## src/rtl/veri_pkg.sv

```systemverilog
// Shared encodings for the VERI_RISC sequencer: opcodes, instruction-cycle
// states and opcode classification.
package veri_pkg;

  localparam logic [2:0] OPC_HLT = 3'd0;
  localparam logic [2:0] OPC_SKZ = 3'd1;
  localparam logic [2:0] OPC_ADD = 3'd2;
  localparam logic [2:0] OPC_AND = 3'd3;
  localparam logic [2:0] OPC_XOR = 3'd4;
  localparam logic [2:0] OPC_LDA = 3'd5;
  localparam logic [2:0] OPC_STO = 3'd6;
  localparam logic [2:0] OPC_JMP = 3'd7;

  // Low three bits of the P-states equal the visible phase number
  typedef enum logic [3:0] {
    P_INST_ADDR  = 4'd0,
    P_INST_FETCH = 4'd1,
    P_INST_LOAD  = 4'd2,
    P_IDLE       = 4'd3,
    P_OP_ADDR    = 4'd4,
    P_OP_FETCH   = 4'd5,
    P_ALU_OP     = 4'd6,
    P_STORE      = 4'd7,
    HALTED       = 4'd8
  } state_e;

  function automatic logic is_alu_op(input logic [2:0] opc);
    return (opc == OPC_ADD) || (opc == OPC_AND) ||
           (opc == OPC_XOR) || (opc == OPC_LDA);
  endfunction

endpackage

```

## src/rtl/veri_wait_timer.sv

```systemverilog
// Memory wait-state watchdog: counts stalled cycles in an access phase and
// raises a sticky bus error when the limit is reached.
module veri_wait_timer #(
  parameter int unsigned TIMEOUT = 16
) (
  input  logic clk,
  input  logic rst,
  input  logic en,
  input  logic stall,
  input  logic advance,
  output logic expire,
  output logic bus_err
);

  localparam int unsigned CW = (TIMEOUT > 0) ? $clog2(TIMEOUT + 1) : 1;

  logic [CW-1:0] cnt_q, cnt_d;
  logic          bus_err_q, bus_err_d;

  always_comb begin
    cnt_d     = cnt_q;
    bus_err_d = bus_err_q;
    expire    = 1'b0;
    if (en) begin
      if (stall && !advance) begin
        if ((TIMEOUT != 0) && (cnt_q == CW'(TIMEOUT - 1))) begin
          expire    = 1'b1;
          bus_err_d = 1'b1;
          cnt_d     = '0;
        end else begin
          cnt_d = cnt_q + 1'b1;
        end
      end else begin
        cnt_d = '0;
      end
    end
  end

  always_ff @(posedge clk or negedge rst) begin
    if (!rst) begin
      cnt_q     <= '0;
      bus_err_q <= 1'b0;
    end else begin
      cnt_q     <= cnt_d;
      bus_err_q <= bus_err_d;
    end
  end

  assign bus_err = bus_err_q;

endmodule

```

## src/rtl/veri_sequencer.sv

```systemverilog
// VERI_RISC control unit: 8-phase instruction-cycle FSM with memory wait
// states, HALTED/resume, global enable and bus-timeout, plus strobe decode.
module veri_sequencer
  import veri_pkg::*;
#(
  parameter int unsigned OPC_W   = 3,
  parameter int unsigned TIMEOUT = 16
) (
  input  logic             clk,
  input  logic             rst,
  input  logic             en,
  input  logic             resume,
  input  logic             zero,
  input  logic [OPC_W-1:0] opcode,
  input  logic             mem_ready,
  output logic             sel,
  output logic             rd,
  output logic             ld_ir,
  output logic             inc_pc,
  output logic             halt,
  output logic             ld_pc,
  output logic             data_e,
  output logic             ld_ac,
  output logic             wr,
  output logic [2:0]       phase,
  output logic             halted,
  output logic             bus_err
);

  state_e     state_q, state_d;
  logic [3:0] st_bits;
  logic [2:0] opc_lo;
  logic       opc_known, is_hlt, alu_op, skz, jmp, sto;
  logic       access, stall, advance, expire;

  assign st_bits   = state_q;
  assign opc_lo    = opcode[2:0];
  // Any opcode with bits set above the 3-bit field decodes as NOP
  assign opc_known = ((opcode >> 3) == '0);
  assign is_hlt    = opc_known && (opc_lo == OPC_HLT);
  assign alu_op    = opc_known && is_alu_op(opc_lo);
  assign skz       = opc_known && (opc_lo == OPC_SKZ) && zero;
  assign jmp       = opc_known && (opc_lo == OPC_JMP);
  assign sto       = opc_known && (opc_lo == OPC_STO);

  always_comb begin
    case (state_q)
      P_INST_FETCH: access = 1'b1;
      P_OP_FETCH:   access = alu_op;
      P_STORE:      access = sto;
      default:      access = 1'b0;
    endcase
  end

  assign stall   = access && !mem_ready;
  assign advance = en && !stall;

  veri_wait_timer #(.TIMEOUT(TIMEOUT)) u_wait_timer (
    .clk     (clk),
    .rst     (rst),
    .en      (en),
    .stall   (stall),
    .advance (advance),
    .expire  (expire),
    .bus_err (bus_err)
  );

  always_comb begin
    state_d = state_q;
    if (en) begin
      if (state_q == HALTED) begin
        if (resume && !bus_err) state_d = P_INST_ADDR;
      end else if (expire) begin
        state_d = HALTED;
      end else if (!stall) begin
        if ((state_q == P_OP_ADDR) && is_hlt) state_d = HALTED;
        else state_d = state_e'({1'b0, st_bits[2:0] + 3'd1});
      end
    end
  end

  always_ff @(posedge clk or negedge rst) begin
    if (!rst) state_q <= P_INST_ADDR;
    else      state_q <= state_d;
  end

  always_comb begin
    sel    = 1'b0;
    rd     = 1'b0;
    ld_ir  = 1'b0;
    inc_pc = 1'b0;
    halt   = 1'b0;
    ld_pc  = 1'b0;
    data_e = 1'b0;
    ld_ac  = 1'b0;
    wr     = 1'b0;
    halted = 1'b0;
    phase  = st_bits[2:0];
    case (state_q)
      P_INST_ADDR: sel = 1'b1;
      P_INST_FETCH: begin
        sel = 1'b1;
        rd  = 1'b1;
      end
      P_INST_LOAD, P_IDLE: begin
        sel   = 1'b1;
        rd    = 1'b1;
        ld_ir = 1'b1;
      end
      P_OP_ADDR: begin
        inc_pc = 1'b1;
        halt   = is_hlt;
      end
      P_OP_FETCH: rd = alu_op;
      P_ALU_OP: begin
        rd     = alu_op;
        inc_pc = skz;
        ld_pc  = jmp;
        data_e = sto;
      end
      P_STORE: begin
        rd     = alu_op;
        ld_ac  = alu_op;
        ld_pc  = jmp;
        wr     = sto;
        data_e = sto;
      end
      HALTED: begin
        halt   = 1'b1;
        halted = 1'b1;
        phase  = 3'd4;
      end
      default: ;
    endcase
  end

endmodule

```

## config.mk

```make
export PLATFORM = sky130hd
export DESIGN_NAME = veri_sequencer
export DESIGN_NICKNAME = d
export VERILOG_FILES = /design/src/rtl/veri_pkg.sv /design/src/rtl/veri_wait_timer.sv /design/src/rtl/veri_sequencer.sv
export SDC_FILE = /design/constraint.sdc
export NUM_CORES = 1
export LEC_CHECK = 0
export CAP_MARGIN = 10
export CELL_PAD_IN_SITES_DETAIL_PLACEMENT = 1
export CELL_PAD_IN_SITES_GLOBAL_PLACEMENT = 1
export CORE_MARGIN = 2
export CORE_UTILIZATION = 32
export CTS_CLUSTER_SIZE = 16
export DETAILED_ROUTE_END_ITERATION = 8
export GPL_TIMING_DRIVEN = 0
export PLACE_DENSITY = 0.79
export SYNTH_ARGS = -nofsm -noshare
export SYNTH_HDL_FRONTEND = slang
export SYNTH_SLANG_ARGS = --single-unit
```

## constraint.sdc

```tcl
create_clock -name clk -period 2.55 [get_ports clk]
set_clock_uncertainty 0.05 [all_clocks]
set_input_delay 0.6375 -clock clk [delete_from_list [all_inputs] [get_ports clk]]
set_output_delay 0.6375 -clock clk [all_outputs]
set_load 0.03 [all_outputs]
```

Word-level counts from Yosys, hierarchy flattened
Cells that the tools add are included. Widths: inputs -> output; s select.

$add $sub $neg: 2. Multipliers: 0. Div/mod/pow operators: 0. Magnitude comparators: 0. Eq/ne operators: 18. Shift operators: 0. Muxes and demuxes: 22. Bitwise gates (word level): 0. Reduce and logical (&&, ||, !) cells: 22.

Operators by type and width (number): $mux 4 (5); $eq 4x3->1 const B (4); $eq 3x3->1 const B (4); $mux 1 (10); $mux 5 (2); $eq 4x2->1 const B (2); $eq 3x2->1 const B (2); $logic_and 1x1->1 (6); $pmux 1 s2 (3); $reduce_and 3->1 (2); $reduce_or 3->1 (2); $add 5x1->5 const B (1); $eq 5x4->1 const B (1); $eq 4x1->1 const B (1); $eq 4x4->1 const B (1); $logic_not 1->1 (4); $logic_not 4->1 (1); $reduce_or 2->1 (2); $reduce_or 4->1 (1); $add 3x1->3 const B (1); $eq 3x1->1 const B (1); $logic_not 3->1 (1); $logic_or 1x1->1 (3); $mux 3 (1); other kinds (3) (3).

Register bits: 10. Bits in latches: 0. RAM bits: 0. Bits in read-only memories: 0. Input port bits: 9. Output and inout port bits: 14. Word-level logic and storage cells: 67. Memories kept: 0.

Depth between registers and ports, before layout
Depth in word-level cells: 14. Mapped depth: 7.

Modules after synthesis
From an unflattened synthesis, not the netlist that was laid out.

Cells, all modules: 88. Area, all modules: 785.8 µm².

Modules (own cells, without submodules): veri_sequencer (times used 1, cells each 59, area an instance 488.0 µm², sequential area each 100.1 µm²); veri_wait_timer (times used 1, cells each 29, area an instance 297.8 µm², sequential area each 150.1 µm²).

Least setup slack after synthesis
No wires, ideal clock.

Path kind: register to output. From: reg state_q[0], in the netlist st_bits[0]. To: out ld_pc. Data arrival time: 1828 ps. Required time: 1862 ps. Path slack: 34 ps. Stages on the path, launching flop included: 5. Path through: dfrtp_1 > inv_1 > ha_1 > nor2_1 > nor4b_1.

Word-level cells in the longest chain between the ends: 3. Elaborated cells on any way between the ends: 4. Those cells by class: 2 x eq/ne; 1 x mux; 1 x reduce/logical.

RTL lines: start: declaration (RTL line veri_sequencer.sv:30) `state_e state_q, state_d;`; start signal: assignment (RTL line veri_sequencer.sv:84) `else state_q <= state_d;`; $eq 4x3->1 (RTL line veri_sequencer.sv:99) `case (state_q)`; $reduce_or 2->1 (no source line) (*); $mux 1 (*) (RTL line veri_sequencer.sv:99); end: declaration (RTL line veri_sequencer.sv:21) `output logic ld_pc,`.

Mark *: on every way between the ends. The rest lies on a longest branch, timed or not.

Worst setup path after layout
From: reg state_q[1], in the netlist st_bits[1]. To: out phase[0].

Word-level cells in the longest chain between the ends: 2.

RTL lines: $eq 4x4->1 (RTL line veri_sequencer.sv:99); $mux 3 (RTL line veri_sequencer.sv:99); end: declaration (RTL line veri_sequencer.sv:25) `output logic [2:0] phase,`.

Every way passes these cells.

==> flow_summary.toml <==
[sta]
slew_viol_final = 0
slew_headroom_pct = 67.6
finalSetupViolCount = 0
post-route-min-period_ps = 2450
tightest_slew_ps = 485
timing.final.crit_share_pct = 96.0
hold_viol_final = 0
rsz0062_at_grt = "false"
fmax_ghz = 0.409
worst_slack_ps = 102
fin_hold_ws_ps = 438

[placed_design]
pre_cts_ws_ps = -650
dp_hpwl_um = 1600
place_area_um2 = 976
dpl.cell_count = 134
portBuffers = 22
globalplace.congestion = 0.753

[min_path]
hp-class = "reg -> reg"
hold_depth = 1

[layout]
stdcell_area_mm2 = 0.00101
drive_above_1_share_pct = 20.0
regArea_um2 = 250
multiInputGateArea_um2 = 452
final_core_utilization_pct = 46.5
fin_nets = 126
layout.cells.non_filler = 138
areaGrowthSynthToFinish_pct = 39.9
diodes = 0
fillers = 275

[pwr]
p_per_area_mw_per_mm2 = 860
ir_drop_mv = 0.611
leakagePower_nw = 0.475

[critical_path]
worstSetupEndpoint = "phase[0]"
cp_num_buf_inv = 3
worstPathRequired_ps = 1860
crit_slowest_cell = "dfrtp_1"
worstSetupPathDepth = 6
max_stage_delay_ps = 400
crit_chain = "inv_1 > ha_2 > nand3_1 > inv_2 > nor2_1 > dlygate4sd2_1"
reg2reg_depth = 6
cp_top_family = "buffers and inverters"
crit_path_end_kind = "output pin"
r2r-start = "st_bits[0]$_DFFE_PN0P_"
path_max_fanout = 5
worst-r2r-setup-slack_ps = 540
worst_ep_arrival_time_ps = 1760
crit_path_start = "st_bits[1]$_DFFE_PN0P_"
path_class = "reg -> out"
r2r_end = "st_bits[2]$_DFFE_PN0P_"
worst_setup_path_start_kind = "flip-flop"

[drt]
wl_um = 2050
postRouteAntennaNets = 0
drt_first_pass_iters = 4
drtIter0Drc = 15
vias = 752
viasPerCell = 5.45
drc_errors = 0
routedWlPerCell_um = 14.9

[clock_network]
htreeDepth = 1
clk_pin_slew_ps = 70
clkLatencyLatePin_ps = 270
cts_root_buffer = "clkbuf_4"
numCtsBuffers = 3
clkSinkCount = 10
clock_path_buffers = 2
cts_tree = "done"

[synth]
yosysUniqueCellTypes = 37
synth.most_common_cell = "dfrtp_1"
synth_edf_count = 0
synth_top_area_share_pct = 34.7
synthTopCellsByCount = "10 x dfrtp_1, 8 x nor2_1, 7 x nand2_1"
seq_area_frac_synth_pct = 34.7
async_reset_ff_share_pct = 100
synth_ff_type = "dfrtp_1"
ys_seq_elements = 10
ys_top_cells_by_area = "dfrtp_1 35%, ha_1 8.7%, nand3_1 4.2%, nor2_1 4.2%, nand2_1 3.6%"
syn_area_um2 = 721
postSynthAreaPerCell_um2 = 8.58
syn_inst = 84
synth_top_area_cell = "dfrtp_1"
ys_warn_count = 0
syn-num-nets = 98

[grt]
grtUsageTotal_pct = 16.3
globalRouteOverflowTotal = 0
antenna_found_initial = 0
grt_pass1_wl_um = 3250
grt_max_degree = 11
grt_pass1_vias = 768

[floorplan]
fp.coreArea_mm2 = 0.00217
start_util_pct = 33.2
io-pin-count = 23
die_w_um = 51.5
rows = 17
die-area_mm2 = 0.00265
die_h_um = 51.5

[outcome]
outcome = "finished clean"

[run]
cap_violations = 0
[kinds of logic after synthesis]
group / synth area share, %
fa+ha+maj: 8.68
mux: 1.39
compound gates: 19.4
flops: 34.7
simple gates: 29.7
xor+xnor: 1.22
buf+inv: 4.86
[where the power goes]
part | internal (mW) | total, mW | switching, mW
clock | 0.0545 | 0.110 | 0.0558
combinational | 0.191 | 0.528 | 0.338
sequential | 0.190 | 0.229 | 0.0392
[worst reg2reg max path, cell delays in order, from the launching register on]
cell,delay [ps]
dfrtp_1,400
ha_1,280
nand3_1,130
or4_4,470
a21oi_1,240
o22ai_1,120
a22o_1,210
[per-stage QoR]
stage | setup TNS, ps | power [mW]
floorplan | 0 | 0.586
global placement | -2750 | 0.771
detailed placement | -2890 | 0.789
CTS | -147 | 0.867
global route | 0 | 0.935
finish | 0 | 0.867
[how the worst min path moves through the flow]
stage                                      startpoint                                 to  slack [ps]
floorplan                                         rst             st_bits[0]$_DFFE_PN0P_         290
global placement    u_wait_timer.cnt_q[3]$_DFFE_PN0P_  u_wait_timer.cnt_q[3]$_DFFE_PN0P_         420
detailed placement  u_wait_timer.cnt_q[3]$_DFFE_PN0P_  u_wait_timer.cnt_q[3]$_DFFE_PN0P_         430
CTS                 u_wait_timer.cnt_q[3]$_DFFE_PN0P_  u_wait_timer.cnt_q[3]$_DFFE_PN0P_         440
global route        u_wait_timer.cnt_q[3]$_DFFE_PN0P_  u_wait_timer.cnt_q[3]$_DFFE_PN0P_         450
finish              u_wait_timer.cnt_q[3]$_DFFE_PN0P_  u_wait_timer.cnt_q[3]$_DFFE_PN0P_         440
[layout make-up]
class	instances	area share [%]
multi-input cells	65	44.8
flip-flops and latches	10	24.8
repair buffers	23	21.2
well taps	28	3.47
inverters	7	2.61
clock buffers	3	2.23
plain buffers	2	0.868
[per-layer routing]
metal	GRT usage [%]	up-vias	wire length [um]
met5	0	-	0
met1	19.6	363	916
met2	30.6	20	1040
li1	-	365	-
met4	3.95	0	19
met3	1.75	4	80
[what timing repair did]
item | in CTS | in global routing
hold buffers | 0 | 0
resized for setup | 39 | 10
buffers inserted | 0 | 1
setup endpoints to repair | 13 | 10
pin swaps | 0 | 1
[sequential cells by signal (all words and copies together), names as in the netlist]
register	count
st_bits	4
u_wait_timer.bus_err	1
u_wait_timer.cnt_q	5
[placed cells by master (no fill, tap or decap), types with 2 or more instances in the layout]
master,n
dfrtp_1,10
inv_2,3
a21oi_1,2
inv_1,4
ha_1,4
clkbuf_4,4
a31oi_1,2
o22ai_1,2
dlygate4sd2_1,6
clkdlybuf4s15_2,3
o21ai_1,4
nor3_1,3
nand4_1,2
dlymetal6s2s_1,3
nand2_1,7
nor4_1,2
buf_2,4
clkdlybuf4s50_1,6
nor2_1,7
nand3_1,6
Note: power is estimated with default switching activity, not from simulation.
